$ cat src/rtl/icache_resp_pkg.sv
// Shared definitions for the instruction-cache responder: FSM state encoding,
// bus widths and field-width helpers derived from the LINES/WORDS geometry.
package icache_resp_pkg;

  localparam int unsigned ADDR_W = 32;
  localparam int unsigned DATA_W = 32;

  typedef enum logic [1:0] {
    ST_IDLE    = 2'd0,
    ST_REFILL  = 2'd1,
    ST_RESPOND = 2'd2
  } state_e;

  // Bits selecting one of LINES direct-mapped lines.
  function automatic int unsigned index_w(input int unsigned lines);
    return $clog2(lines);
  endfunction

  // Bits selecting one 32-bit word within a line.
  function automatic int unsigned word_w(input int unsigned words);
    return $clog2(words);
  endfunction

  // Remaining upper address bits above index, word and byte offset.
  function automatic int unsigned tag_w(input int unsigned lines, input int unsigned words);
    return ADDR_W - index_w(lines) - word_w(words) - 2;
  endfunction

endpackage

$ cat src/rtl/icache_array.sv
// Tag/valid/data storage for the direct-mapped line buffer.
// Ports: clk_i/rst_ni; combinational read (rd_index_i, rd_word_i -> rd_valid_o,
// rd_tag_o, rd_data_o); single-word write (wr_en_i, wr_index_i, wr_word_i,
// wr_data_i); tag write with valid update (tag_we_i, tag_i, set_valid_i) on
// wr_index_i; clear_all_i drops every valid bit.
module icache_array
  import icache_resp_pkg::*;
#(
  parameter int unsigned LINES = 16,
  parameter int unsigned WORDS = 4
) (
  input  logic                          clk_i,
  input  logic                          rst_ni,
  input  logic [index_w(LINES)-1:0]     rd_index_i,
  input  logic [word_w(WORDS)-1:0]      rd_word_i,
  output logic                          rd_valid_o,
  output logic [tag_w(LINES,WORDS)-1:0] rd_tag_o,
  output logic [DATA_W-1:0]             rd_data_o,
  input  logic                          wr_en_i,
  input  logic [index_w(LINES)-1:0]     wr_index_i,
  input  logic [word_w(WORDS)-1:0]      wr_word_i,
  input  logic [DATA_W-1:0]             wr_data_i,
  input  logic                          tag_we_i,
  input  logic [tag_w(LINES,WORDS)-1:0] tag_i,
  input  logic                          set_valid_i,
  input  logic                          clear_all_i
);

  localparam int unsigned TAG_W = tag_w(LINES, WORDS);

  logic [LINES-1:0] valid_q;
  logic [TAG_W-1:0] tag_q  [LINES];
  logic [DATA_W-1:0] data_q [LINES][WORDS];

  // Valid bits: only state that needs reset; clear-all wins over a tag write.
  always_ff @(posedge clk_i or negedge rst_ni) begin
    if (!rst_ni) begin
      valid_q <= '0;
    end else if (clear_all_i) begin
      valid_q <= '0;
    end else if (tag_we_i) begin
      valid_q[wr_index_i] <= set_valid_i;
    end
  end

  // Tag and data payload storage, qualified by the valid bits.
  always_ff @(posedge clk_i) begin
    if (tag_we_i) begin
      tag_q[wr_index_i] <= tag_i;
    end
    if (wr_en_i) begin
      data_q[wr_index_i][wr_word_i] <= wr_data_i;
    end
  end

  assign rd_valid_o = valid_q[rd_index_i];
  assign rd_tag_o   = tag_q[rd_index_i];
  assign rd_data_o  = data_q[rd_index_i][rd_word_i];

endmodule

$ cat src/rtl/icache_resp.sv
// Fetch-side instruction cache responder. Serves hits from a direct-mapped line
// buffer with one-cycle latency, raises o_busy combinationally on a miss and
// refills the whole line one word at a time from the backing memory port.
// Ports: i_clk/i_rst_n; fetch request i_req/i_raddr/i_inval; response
// o_rdata/o_vld/o_busy; backing memory o_mem_ren/o_mem_addr/i_mem_valid/i_mem_rdata.
module icache_resp
  import icache_resp_pkg::*;
#(
  parameter int unsigned LINES = 16,
  parameter int unsigned WORDS = 4
) (
  input  logic              i_clk,
  input  logic              i_rst_n,
  input  logic              i_req,
  input  logic [ADDR_W-1:0] i_raddr,
  input  logic              i_inval,
  output logic [DATA_W-1:0] o_rdata,
  output logic              o_vld,
  output logic              o_busy,
  output logic              o_mem_ren,
  output logic [ADDR_W-1:0] o_mem_addr,
  input  logic              i_mem_valid,
  input  logic [DATA_W-1:0] i_mem_rdata
);

  localparam int unsigned INDEX_W = index_w(LINES);
  localparam int unsigned WORD_W  = word_w(WORDS);
  localparam int unsigned TAG_W   = tag_w(LINES, WORDS);
  localparam int unsigned LINE_W  = ADDR_W - WORD_W - 2;

  state_e              state_q, state_d;
  logic [LINE_W-1:0]   base_q, base_d;
  logic [WORD_W-1:0]   word_q, word_d;
  logic [WORD_W-1:0]   cnt_q, cnt_d;
  logic                pend_q, pend_d;
  logic [DATA_W-1:0]   rdata_q, rdata_d;
  logic                vld_q, vld_d;
  logic                mem_ren_q, mem_ren_d;
  logic [ADDR_W-1:0]   mem_addr_q, mem_addr_d;

  logic [WORD_W-1:0]   raddr_word;
  logic [INDEX_W-1:0]  raddr_index;
  logic [TAG_W-1:0]    raddr_tag;
  logic [LINE_W-1:0]   raddr_line;
  logic [INDEX_W-1:0]  rd_index;
  logic [WORD_W-1:0]   rd_word;
  logic                rd_valid;
  logic [TAG_W-1:0]    rd_tag;
  logic [DATA_W-1:0]   rd_data;
  logic                arr_wr_en, tag_we, set_valid, clear_all;
  logic                hit_c, miss_c;
  logic                unused_c;

  assign raddr_word  = i_raddr[WORD_W+1:2];
  assign raddr_index = i_raddr[WORD_W+2 +: INDEX_W];
  assign raddr_tag   = i_raddr[ADDR_W-1 -: TAG_W];
  assign raddr_line  = i_raddr[ADDR_W-1 -: LINE_W];
  assign unused_c    = ^i_raddr[1:0];

  // Lookups come from the live address in IDLE, else from the latched miss.
  assign rd_index = (state_q == ST_IDLE) ? raddr_index : base_q[INDEX_W-1:0];
  assign rd_word  = (state_q == ST_IDLE) ? raddr_word  : word_q;

  // A request coinciding with an invalidate is forced down the miss path.
  assign hit_c  = i_req & rd_valid & (rd_tag == raddr_tag);
  assign miss_c = i_req & (~hit_c | i_inval);
  assign o_busy = i_rst_n & ((state_q != ST_IDLE) | miss_c);

  icache_array #(.LINES(LINES), .WORDS(WORDS)) u_array (
    .clk_i       (i_clk),
    .rst_ni      (i_rst_n),
    .rd_index_i  (rd_index),
    .rd_word_i   (rd_word),
    .rd_valid_o  (rd_valid),
    .rd_tag_o    (rd_tag),
    .rd_data_o   (rd_data),
    .wr_en_i     (arr_wr_en),
    .wr_index_i  (base_q[INDEX_W-1:0]),
    .wr_word_i   (cnt_q),
    .wr_data_i   (i_mem_rdata),
    .tag_we_i    (tag_we),
    .tag_i       (base_q[LINE_W-1 -: TAG_W]),
    .set_valid_i (set_valid),
    .clear_all_i (clear_all)
  );

  // Next-state and registered-output logic.
  always_comb begin
    state_d    = state_q;
    base_d     = base_q;
    word_d     = word_q;
    cnt_d      = cnt_q;
    pend_d     = pend_q;
    rdata_d    = rdata_q;
    vld_d      = 1'b0;
    mem_ren_d  = mem_ren_q;
    mem_addr_d = mem_addr_q;
    arr_wr_en  = 1'b0;
    tag_we     = 1'b0;
    set_valid  = 1'b0;
    clear_all  = 1'b0;
    unique case (state_q)
      ST_IDLE: begin
        clear_all = i_inval;
        if (miss_c) begin
          state_d    = ST_REFILL;
          base_d     = raddr_line;
          word_d     = raddr_word;
          cnt_d      = '0;
          mem_ren_d  = 1'b1;
          mem_addr_d = {raddr_line, (WORD_W+2)'(0)};
        end else if (i_req) begin
          rdata_d = rd_data;
          vld_d   = 1'b1;
        end
      end
      ST_REFILL: begin
        if (i_inval) begin
          pend_d    = 1'b1;
          clear_all = 1'b1;
        end
        if (i_mem_valid) begin
          arr_wr_en = 1'b1;
          cnt_d     = cnt_q + WORD_W'(1);
          if (cnt_q == WORD_W'(WORDS-1)) begin
            // Last beat: address stays on the final word, never past the line.
            mem_ren_d = 1'b0;
            tag_we    = 1'b1;
            set_valid = ~(pend_q | i_inval);
            state_d   = ST_RESPOND;
          end else begin
            mem_addr_d = mem_addr_q + ADDR_W'(4);
          end
        end
      end
      ST_RESPOND: begin
        // Word is returned from the refilled line regardless of its valid bit.
        clear_all = i_inval;
        rdata_d   = rd_data;
        vld_d     = 1'b1;
        pend_d    = 1'b0;
        state_d   = ST_IDLE;
      end
      default: state_d = ST_IDLE;
    endcase
  end

  always_ff @(posedge i_clk or negedge i_rst_n) begin
    if (!i_rst_n) begin
      state_q    <= ST_IDLE;
      base_q     <= '0;
      word_q     <= '0;
      cnt_q      <= '0;
      pend_q     <= 1'b0;
      rdata_q    <= '0;
      vld_q      <= 1'b0;
      mem_ren_q  <= 1'b0;
      mem_addr_q <= '0;
    end else begin
      state_q    <= state_d;
      base_q     <= base_d;
      word_q     <= word_d;
      cnt_q      <= cnt_d;
      pend_q     <= pend_d;
      rdata_q    <= rdata_d;
      vld_q      <= vld_d;
      mem_ren_q  <= mem_ren_d;
      mem_addr_q <= mem_addr_d;
    end
  end

  assign o_rdata    = rdata_q;
  assign o_vld      = vld_q;
  assign o_mem_ren  = mem_ren_q;
  assign o_mem_addr = mem_addr_q;

endmodule

$ cat config.mk
export PLATFORM = sky130hd
export DESIGN_NAME = icache_resp
export DESIGN_NICKNAME = d
export VERILOG_FILES = /design/src/rtl/icache_resp_pkg.sv /design/src/rtl/icache_array.sv /design/src/rtl/icache_resp.sv
export SDC_FILE = /design/constraint.sdc
export NUM_CORES = 2
export LEC_CHECK = 0
export BUFFER_PORTS_ARGS = -buffer_cell sky130_fd_sc_hd__buf_4
export CORE_UTILIZATION = 40
export CTS_CLUSTER_SIZE = 25
export DETAILED_ROUTE_END_ITERATION = 10
export SLEW_MARGIN = 20
export SYNTH_ARGS = -nofsm -noshare
export SYNTH_HDL_FRONTEND = slang
export SYNTH_SLANG_ARGS = --single-unit
$ cat constraint.sdc
create_clock -name i_clk -period 4.7 [get_ports i_clk]
set_clock_uncertainty 0.1 [all_clocks]
set_input_delay 0.47 -clock i_clk [delete_from_list [all_inputs] [get_ports i_clk]]
set_output_delay 0.47 -clock i_clk [all_outputs]
set_load 0.005 [all_outputs]
==> flow_summary_export.csv <==
group,metric,value,unit
status,status,"finished, violations left",
status,failed_checks,"negative setup slack",
critical_path,cp.buffers_inverters,4,
timing,period_share,1.086,
placed_design,place.gp.congestion,0.8676,
synthesis,syn_inst,5368,
global_routing,grt_max_degree,113,
critical_path,start_kind,"register",
synthesis,synthDistinctLibCells,87,
timing,maxSlewViolCount,0,
synthesis,ys_seq_elements,2547,
pwr,pwr-share-comb,0.368,
critical_path,startpoint,"state_q[0]",
pwr,swShare,0.3422,
critical_path,cp_num_cells,14,
synthesis,avgSynthCellArea,18.75,um^2
global_routing,antenna_found_initial,9,
routing,vias,55900,
critical_path,cp_slowest_cell,"or4_4",
layout,layout_commonest_cell,"edfxtp_1",
synthesis,yosysWarningCount,0,
floorplan,die_w,503.7,um
synthesis,synth-main-ff-cell,"edfxtp_1",
routing,via_per_inst,5.941,
hold_path,worstHoldPathCells,1,
hold_path,min_path_type,"in -> reg",
floorplan,dieArea,253700,um^2
floorplan,dieHeight,503.7,um
pwr,intPower,49.97,mW
synthesis,synth_edf_count,2432,
synthesis,synth_top_area_share,0.7254,
timing,period_minus_slack,5103,ps
critical_path,cp_cell_sequence,"buf_4, o21ai_4, nand2_8, buf_12, buf_16, a2111oi_4, nor4_2, mux2i_2, xnor2_2, or4_4, nor4b_4, a21boi_2, o21a_2, buf_6",
placed_design,pre_cts_slack,-434.6,ps
floorplan,start_util,0.4037,
critical_path,cp.arrival,4530,ps
synthesis,synth-async-reset-ratio,0.04515,
cts,cts_tree,"yes",
timing,hold_viol_final,0,
cts,cts_root_buffer,"clkbuf_16",
critical_path,cp_top_family,"simple AND/OR/NAND/NOR gates",
pwr,clkPwrFrac,0.276,
routing,routed_wl,283600,um
timing,worstMarginPinSlew,1204,ps
placed_design,dp.cells,8823,
timing,grt_setup_unrepaired,"true",
critical_path,critPathMaxFanout,12,
layout,drive_above_1_share,0.2705,
routing,drcViolationCount,0,
routing,firstDrtPassIters,6,
synthesis,synthTopCellsByArea,"edfxtp_1 (73%), mux4_2 (12%), dfrtp_1 (2.9%)",
routing,wl_per_cell,30.14,um
routing,drtIter0Drc,6703,
floorplan,ioPinCount,136,
hold_path,hold_end,"u_array.data_q[11][83]",
layout,final-instance-count-excl-fill,9409,
global_routing,grt_pass1_wl,403900,um
synthesis,yosysTopAreaCell,"edfxtp_1",
timing,timing.slew.headroom,0.1948,
critical_path,r2r-end,"o_rdata[28]",
synthesis,synthesis.area,100700,um^2
global_routing,grt_pass1_vias,55560,
layout,areaGrowthSynthToFinish,18.48,%
critical_path,r2r-start,"state_q[0]",
cts,clk_path_buf_depth,4,
critical_path,required,4130,ps
flow_run,max_cap_viol_count,0,
cts,numCtsBuffers,286,
global_routing,grt.total_usage,0.2228,
global_routing,grt_overflow,0,
critical_path,crit_type,"reg -> out",
placed_design,portBuffers,131,
floorplan,coreArea,249300,um^2
timing,max_clock_freq,196.0,MHz
pwr,power.switching,26.00,mW
hold_path,hold_path_startpoint,"i_mem_rdata[19]",
timing,worst_slack,-403.2,ps
routing,detail-route-antenna-nets,0,
timing,fin_setup_tns,-403.2,ps
pwr,ir_worst_vdd,0.0004661,V
critical_path,cp_slowest_stage_delay,570,ps
placed_design,dp_hpwl,153400,um
pwr,p_leak,38.46,nW
cts,cts_sinks,2547,
critical_path,end_kind,"primary output",
layout,num-fill-cells,20610,
timing,setup_viol,1,
cts,clkTransAtPathRegs,60,ps
synthesis,yosysSeqAreaShare,0.7540,
pwr,sequentialPowerShare,0.356,
cts,h-tree-depth,5,
layout,layout_common_cells,"edfxtp_1 (2432), nand2_1 (687), mux4_2 (539), buf_4 (385), clkbuf_16 (291)",
pwr,powerDensity,636.9,nW/um^2
floorplan,num_rows,183,
critical_path,r2r_setup_slack,110,ps
critical_path,reg2reg_depth,16,
cts,clk_latency,960,ps
layout,final_nets,5951,
layout,finish.utilization,0.4783,
through the flow:
step	cell area [um^2]	hold slack [ps]	power, mW
3_3_place_gp	109000	392.6	53.91
2_1_floorplan	100700	74.41	42.89
5_1_grt	119300	29.08	78.74
3_5_place_dp	109000	407.6	54.17
4_1_cts	118800	0.1362	75.88
6_report	119300	15.40	75.96
what timing repair did:
item | 4_1_cts | 5_1_grt
hold buffers | 39 | 0
pin swaps | 25 | 22
endpoints found under the hold margin | 202 | 0
endpoints found under the setup margin | 34 | 63
cloned | 1 | 2
setup buffers | 47 | 15
gates resized for setup | 82 | 61
cell families after synthesis:
| logic type | share of synthesized area |
|---|---|
| mux | 0.1310 |
| simple gates | 0.05449 |
| fa+ha+maj | 0.0006214 |
| xor+xnor | 0.001479 |
| buf+inv | 0.01664 |
| other cells | 0.00003725 |
| flops | 0.7540 |
| compound gates | 0.04172 |
registers in the layout (all words and copies together) (netlist names), 2 cells and up:
signal and count:
u_array.tag_q 384, u_array.data_q 2048, o_rdata 32, u_array.valid_q 16, cnt_q 2, base_q 28, state_q 2, word_q 2
o_mem_addr 30
synthesized netlist by cell type (19+ instances only):
| library cell | count |
|---|---|
| a21oi_1 | 98 |
| a311oi_1 | 101 |
| mux4_2 | 539 |
| and3_1 | 129 |
| edfxtp_1 | 2432 |
| buf_1 | 40 |
| o21ai_0 | 56 |
| a211oi_1 | 19 |
| o211ai_1 | 36 |
| nor2_1 | 126 |
| dfrtp_1 | 115 |
| mux2_1 | 26 |
| mux2i_1 | 63 |
| clkbuf_1 | 192 |
| a2111oi_0 | 35 |
| a31oi_1 | 46 |
| buf_4 | 22 |
| buf_2 | 75 |
| o32ai_1 | 22 |
| nand2_1 | 690 |
| nor4_1 | 24 |
| o311ai_0 | 32 |
| nand3_1 | 180 |
| a22oi_1 | 39 |
power groups by stage:
stage                     logic [mW]  clock network, mW  registers (mW)
after floorplan                 15.7                  0            27.1
after global placement          26.5                  0            27.5
after detailed placement        26.6                  0            27.5
after CTS                       27.6               21.3            27.1
after global routing            29.5               22.1            27.2
final                           27.9               21.0            27.1
worst max-delay path by stage:
stage | end | slack [ps]
2_1_floorplan | u_array.data_q[3][0] | 690
3_3_place_gp | o_rdata[1] | -390
3_5_place_dp | o_rdata[1] | -430
4_1_cts | o_busy | -450
5_1_grt | o_busy | -500
6_report | o_busy | -400
cell type report:
| type | count | area, um^2 | share of cell area |
|---|---|---|---|
| clock inverters | 117 | 987.2 | 0.008277 |
| clock buffers | 368 | 7630 | 0.06397 |
| well taps | 3330 | 4167 | 0.03493 |
| diodes | 5 | 12.51 | 0.0001049 |
| flip-flops and latches | 2547 | 75910 | 0.6364 |
| inverters | 11 | 41.29 | 0.0003462 |
| multi-input cells | 2464 | 24470 | 0.2052 |
| repair buffers | 567 | 6051 | 0.05073 |
per-layer routing:
layer	vias to the layer above	part of all wire	GRT usage
met5	-	0.00020	0
met4	10	0.033	0.07133
met3	513	0.096	0.05610
met2	2694	0.46	0.3402
met1	29740	0.41	0.3128
li1	22950	-	-
worst reg2reg max path: stages (launching register included):
cell,delay (ps)
dfrtp_2,460
or3b_4,450
nand2_8,170
buf_16,160
buf_8,120
buf_12,130
buf_4,110
mux4_2,490
a22oi_1,250
nand3_1,140
xor2_1,190
nor4b_2,330
nand4_1,340
buf_6,260
or3_1,410
buf_12,210
o211ai_1,220
No activity file was read; power rests on OpenSTA's default activity.
